[config.mk]
export PLATFORM = sky130hd
export DESIGN_NAME = rd_fifo_ctrl
export DESIGN_NICKNAME = d
export VERILOG_FILES = /design/src/rtl/fifo_pkg.sv /design/src/rtl/ptr_sync.sv /design/src/rtl/rd_fifo_ctrl.sv
export SDC_FILE = /design/constraint.sdc
export NUM_CORES = 1
export LEC_CHECK = 0
export CORE_UTILIZATION = 37
export DETAILED_ROUTE_END_ITERATION = 8
export DONT_BUFFER_PORTS = 1
export HOLD_SLACK_MARGIN = 0.1
export SETUP_SLACK_MARGIN = 0.05
export SYNTH_ARGS = -nofsm -noshare
export SYNTH_HDL_FRONTEND = slang
export SYNTH_SLANG_ARGS = --single-unit
[constraint.sdc]
create_clock -name clk -period 7.8 [get_ports clk]
set_input_delay 0.78 -clock clk [delete_from_list [all_inputs] [get_ports clk]]
set_output_delay 0.78 -clock clk [all_outputs]
set_load 0.005 [all_outputs]
[src/rtl/fifo_pkg.sv]
// fifo_pkg
// Pointer coding helpers shared by the read- and write-side FIFO controllers.
// Both functions work on a 32-bit container: narrower pointers are
// zero-extended on the way in and truncated by the caller on the way out.
// Zero-extension does not change either conversion, so any width up to 32
// bits is handled.
package fifo_pkg;

    function automatic logic [31:0] bin2gray(input logic [31:0] bin);
        return bin ^ (bin >> 1);
    endfunction

    function automatic logic [31:0] gray2bin(input logic [31:0] gray);
        logic [31:0] bin;
        bin[31] = gray[31];
        for (int i = 30; i >= 0; i--) begin
            bin[i] = bin[i+1] ^ gray[i];
        end
        return bin;
    endfunction

endpackage

[src/rtl/ptr_sync.sv]
// ptr_sync
// Multi-flop bus synchronizer for a Gray-coded pointer crossing clock domains.
// Only one bit of the incoming bus may change at a time, so every bit can be
// synchronized independently without producing an invalid code.
// Ports:
//   clk       destination-domain clock
//   sync_rst  synchronous, active-high reset (clears every stage)
//   din       asynchronous Gray pointer from the source domain
//   dout      synchronized pointer, STAGES cycles behind din
module ptr_sync #(
    parameter int WDTH   = 4,
    parameter int STAGES = 2
) (
    input  logic            clk,
    input  logic            sync_rst,
    input  logic [WDTH-1:0] din,
    output logic [WDTH-1:0] dout
);

    // The first stage is the metastability catcher; keep the chain together
    // and exclude it from timing via the CDC constraints.
    (* async_reg = "true" *) logic [WDTH-1:0] sync_ff [STAGES];

    always_ff @(posedge clk) begin
        if (sync_rst) begin
            for (int i = 0; i < STAGES; i++) begin
                sync_ff[i] <= '0;
            end
        end else begin
            sync_ff[0] <= din;
            for (int i = 1; i < STAGES; i++) begin
                sync_ff[i] <= sync_ff[i-1];
            end
        end
    end

    assign dout = sync_ff[STAGES-1];

endmodule

[src/rtl/rd_fifo_ctrl.sv]
// rd_fifo_ctrl
// Read-side controller of the dual-clock FIFO. Synchronizes the write
// pointer, owns the read pointer, fetches from the synchronous-read RAM and
// presents words through a 2-entry first-word-fall-through output stage.
// Ports:
//   clk, sync_rst          read-domain clock, synchronous active-high reset
//   wr_ptr_gray            write pointer (Gray) from the write domain
//   rd_ptr_gray            registered Gray read pointer to the write domain
//   rd_ptr_bin             binary read pointer (source of ram_rd_addr)
//   ram_rd_en/addr/data    RAM read port, data one cycle after the strobe
//   dout, dout_vld, dout_rdy   head word with valid/ready handshake
//   empty                  no word presented
//   level                  words held: in RAM + in flight + buffered
module rd_fifo_ctrl
    import fifo_pkg::*;
#(
    parameter int ADDR_WDTH   = 4,
    parameter int DATA_WDTH   = 8,
    parameter int SYNC_STAGES = 2
) (
    input  logic                 clk,
    input  logic                 sync_rst,
    input  logic [ADDR_WDTH-1:0] wr_ptr_gray,
    output logic [ADDR_WDTH-1:0] rd_ptr_gray,
    output logic [ADDR_WDTH-1:0] rd_ptr_bin,
    output logic                 ram_rd_en,
    output logic [ADDR_WDTH-1:0] ram_rd_addr,
    input  logic [DATA_WDTH-1:0] ram_rd_data,
    output logic [DATA_WDTH-1:0] dout,
    output logic                 dout_vld,
    input  logic                 dout_rdy,
    output logic                 empty,
    output logic [ADDR_WDTH:0]   level
);

    logic [ADDR_WDTH-1:0] wr_gray_sync;
    logic [ADDR_WDTH-1:0] wr_ptr_sync;
    logic [ADDR_WDTH-1:0] rd_ptr;
    logic [ADDR_WDTH-1:0] rd_ptr_next;
    logic [ADDR_WDTH-1:0] ram_words;
    logic [DATA_WDTH-1:0] head;
    logic [DATA_WDTH-1:0] skid;
    logic [1:0]           occ;
    logic [1:0]           occ_after_pop;
    logic [2:0]           committed;
    logic                 infl;
    logic                 ptr_empty;
    logic                 pop;

    ptr_sync #(
        .WDTH   (ADDR_WDTH),
        .STAGES (SYNC_STAGES)
    ) u_wr_ptr_sync (
        .clk      (clk),
        .sync_rst (sync_rst),
        .din      (wr_ptr_gray),
        .dout     (wr_gray_sync)
    );

    assign wr_ptr_sync = ADDR_WDTH'(gray2bin(32'(wr_gray_sync)));
    assign ptr_empty   = (rd_ptr == wr_ptr_sync);

    assign pop           = (occ != 2'd0) & dout_rdy;
    assign occ_after_pop = occ - {1'b0, pop};

    // Slots already spoken for once this cycle's pop leaves; a new fetch is
    // only allowed while that count leaves room in the 2-entry stage.
    assign committed   = {1'b0, occ} + {2'b0, infl} - {2'b0, pop};
    assign ram_rd_en   = ~ptr_empty & (committed < 3'd2);
    assign ram_rd_addr = rd_ptr;
    assign rd_ptr_next = rd_ptr + ADDR_WDTH'(ram_rd_en);

    always_ff @(posedge clk) begin
        if (sync_rst) begin
            rd_ptr      <= '0;
            rd_ptr_gray <= '0;
            occ         <= 2'd0;
            infl        <= 1'b0;
            head        <= '0;
            skid        <= '0;
        end else begin
            rd_ptr      <= rd_ptr_next;
            rd_ptr_gray <= ADDR_WDTH'(bin2gray(32'(rd_ptr_next)));
            infl        <= ram_rd_en;
            occ         <= occ_after_pop + {1'b0, infl};
            if (pop && (occ == 2'd2)) begin
                head <= skid;
            end
            // Arriving word goes to whichever entry is next in FIFO order.
            if (infl) begin
                if (occ_after_pop == 2'd0) begin
                    head <= ram_rd_data;
                end else begin
                    skid <= ram_rd_data;
                end
            end
        end
    end

    assign ram_words  = wr_ptr_sync - rd_ptr;
    assign level      = {1'b0, ram_words} + (ADDR_WDTH+1)'(infl) + (ADDR_WDTH+1)'(occ);
    assign rd_ptr_bin = rd_ptr;
    assign dout       = head;
    assign dout_vld   = (occ != 2'd0);
    assign empty      = ~dout_vld;

endmodule

==> impl_metrics.json <==
{
  "antenna_found_initial": 0,
  "slew_headroom_pct": 68.3,
  "synth_edf_count": 0,
  "timing.setup.tns_ns": 0,
  "core_mm2": 0.00412,
  "grt_pass1_wl_um": 4690,
  "n_antenna_cell": 0,
  "ys_ff_latch": 34,
  "synth_area_leaders": "dfxtp_1, ha_1, nor2_1",
  "fin_nets": 194,
  "fin_crit_ns": 3.45,
  "ir_worst_vdd_uv": 132,
  "cp.arrival_ns": 2.67,
  "cts-root-buf": "clkbuf_8",
  "max_clock_freq_ghz": 0.290,
  "async_flop_share_pct": 0,
  "place.gp.congestion": 0.719,
  "setup_violations": 0,
  "clk-insertion-delay-late_ns": 0.28,
  "cts_resized": 0,
  "drt_iter0_markers": 67,
  "num_vias": 1073,
  "tightest_slew_ns": 0.469,
  "die_area_mm2": 0.00465,
  "fp-row-count": 23,
  "synth_cell_types": 27,
  "synth_area_leader_cell": "dfxtp_1",
  "track_usage_pct": 14.2,
  "endpoint_kind": "output port",
  "dp_slack_ns": 4.57,
  "worstPathMaxFanout": 8,
  "wl_per_cell_um": 13.7,
  "cts_buffer_depth": 2,
  "seq_area_frac_synth_pct": 41.9,
  "dr.pass1.iters": 4,
  "hpwlAfterDp_um": 2230,
  "drv_slew": 0,
  "syn_avg_cell_area_um2": 9.60,
  "n_fill_cell": 408,
  "io_buffers": 0,
  "hold_viol": 0,
  "die_w_um": 68.2,
  "area.growth.synth_to_final_pct": 5.55,
  "io_pins": 43,
  "cts_tree": "yes",
  "yosys_warnings": 0,
  "maxCapViolCount": 0,
  "ys.flop_type": "dfxtp_1",
  "grt_pass1_vias": 1038,
  "synth_top_area_share_pct": 41.9,
  "synth_commonest_cells": "dfxtp_1, nor2_1, nand2_1",
  "start_util_pct": 39.4,
  "min_period_over_period_pct": 44.2,
  "critPathLaunchType": "register",
  "drive_gt1_share_pct": 6.59,
  "clk_pin_slew_ns": 0.07,
  "h-tree-depth": 2,
  "layout_setup_ws_ns": 4.35,
  "synth_nets": 197,
  "status": "finished, final reports clean",
  "hold_path.class": "reg2reg",
  "post_cts_buffers": 0,
  "globalRouteOverflowTotal": 0,
  "multi_input_area_um2": 841,
  "seq_area_um2": 681,
  "p_leak_nw": 0.676,
  "synth_area_mm2": 0.00162,
  "numClockSinks": 34,
  "postRouteAntennaNets": 0,
  "synth.most_common_cell": "dfxtp_1",
  "die_y_um": 68.2,
  "rsz0062_at_grt": "false",
  "cts_buffers": 5,
  "worstPathRequired_ns": 7.02,
  "path_class": "reg2out",
  "via_per_inst": 4.94,
  "finalWirelength_um": 2960,
  "grt_max_degree": 35,
  "synthCells": 169,
  "drc": 0,
  "hold_buffers": 0,
  "cellPowerDensity_mw_per_mm2": 378,
  "skew_ns": 0.00480
}
[critical path, stage by stage, from the launching register on]
cell and delay (ns):
dfxtp_1 0.44, or2_2 0.36, and2_1 0.19, ha_1 0.26, nand2b_1 0.15, fa_1 0.39
xnor2_1 0.14, nand2_1 0.07, a41oi_1 0.39
[kinds of logic (layout without fill, tap and decap cells)]
logic type | Yosys count | after routing | share of synthesized area [%]
buffers and inverters | 20 | 18 | 6.25
AO/OA/AOI/OAI | 13 | 13 | 7.02
XOR/XNOR | 18 | 18 | 10.2
multiplexers | 8 | 8 | 4.93
adder cells (fa/ha/maj) | 13 | 13 | 11.9
AND/OR/NAND/NOR | 63 | 63 | 17.8
flip-flops | 34 | 34 | 41.9
[area by class of cell]
class | count | area share, %
tap | 50 | 3.65
sequential | 34 | 39.7
multi-input combinational | 115 | 49.1
inverter | 10 | 2.19
clock buffer | 7 | 5.04
clock inverter | 1 | 0.292
[state kept, by name, indices dropped and copies added (netlist names)]
signal / count
dout: 8
skid: 8
u_wr_ptr_sync.sync_ff: 8
rd_ptr_gray: 4
ram_rd_addr: 3
occ: 2
infl: 1
[cells in the final DEF, fill, tap and decap left out]
master | Yosys | layout
a221oi_1 | 1 | 1
clkbuf_1 | 3 | 1
xnor2_1 | 8 | 8
a21oi_1 | 2 | 2
mux2i_1 | 8 | 8
clkinv_2 | 0 | 1
inv_1 | 10 | 10
ha_1 | 9 | 9
xnor2_2 | 1 | 1
nand2b_1 | 1 | 1
and3_1 | 1 | 1
nor3_1 | 1 | 1
a41oi_1 | 1 | 1
a21oi_4 | 1 | 1
or2_2 | 1 | 1
nor2b_1 | 13 | 13
nand3_1 | 2 | 2
dfxtp_1 | 34 | 34
xor2_1 | 9 | 9
and2_1 | 1 | 1
clkbuf_8 | 0 | 6
nand3_2 | 1 | 1
nor2_1 | 24 | 24
fa_1 | 4 | 4
nand2_1 | 18 | 18
a311oi_1 | 8 | 8
[per-layer routing]
| layer | track usage (%) | vias to the layer above | part of all wire, % |
|---|---|---|---|
| met5 | 0 | - | 0 |
| met2 | 21.8 | 27 | 47 |
| li1 | - | 538 | - |
| met3 | 5.67 | 8 | 5.6 |
| met1 | 16.3 | 500 | 45 |
| met4 | 8.59 | 0 | 2.3 |
[power by group]
part	internal [mW]	switching [mW]
registers	0.216	0.0408
clock network	0.0712	0.0608
logic	0.117	0.142
total	0.404	0.244
[worst paths after layout]
kind | startpoint | endpoint | slack [ns] | depth (start not counted)
worst max-delay path | occ[1] | ram_rd_en | 4.35 | 8
worst min-delay path | u_wr_ptr_sync.sync_ff[0][3] | u_wr_ptr_sync.sync_ff[0][7] | 0.44 | 1
worst max register to register | occ[1] | rd_ptr_gray[0] | 4.58 | 12
worst min register to register | u_wr_ptr_sync.sync_ff[0][3] | u_wr_ptr_sync.sync_ff[0][7] | 0.44 | 1
[per-stage QoR]
| step | utilization [%] | instances | instance area (um^2) | total power, mW | hold WS (ns) |
|---|---|---|---|---|---|
| global route | 41.6 | 217 | 1710 | 0.704 | 0.460 |
| CTS | 41.6 | 217 | 1710 | 0.657 | 0.442 |
| detailed placement | 39.4 | 209 | 1620 | 0.523 | 0.433 |
| floorplan | - | 169 | 1620 | 0.485 | 0.414 |
| finish | 41.6 | 217 | 1710 | 0.648 | 0.439 |
| global placement | 39.4 | 209 | 1620 | 0.508 | 0.431 |
Note: power is estimated with default switching activity, not from simulation.
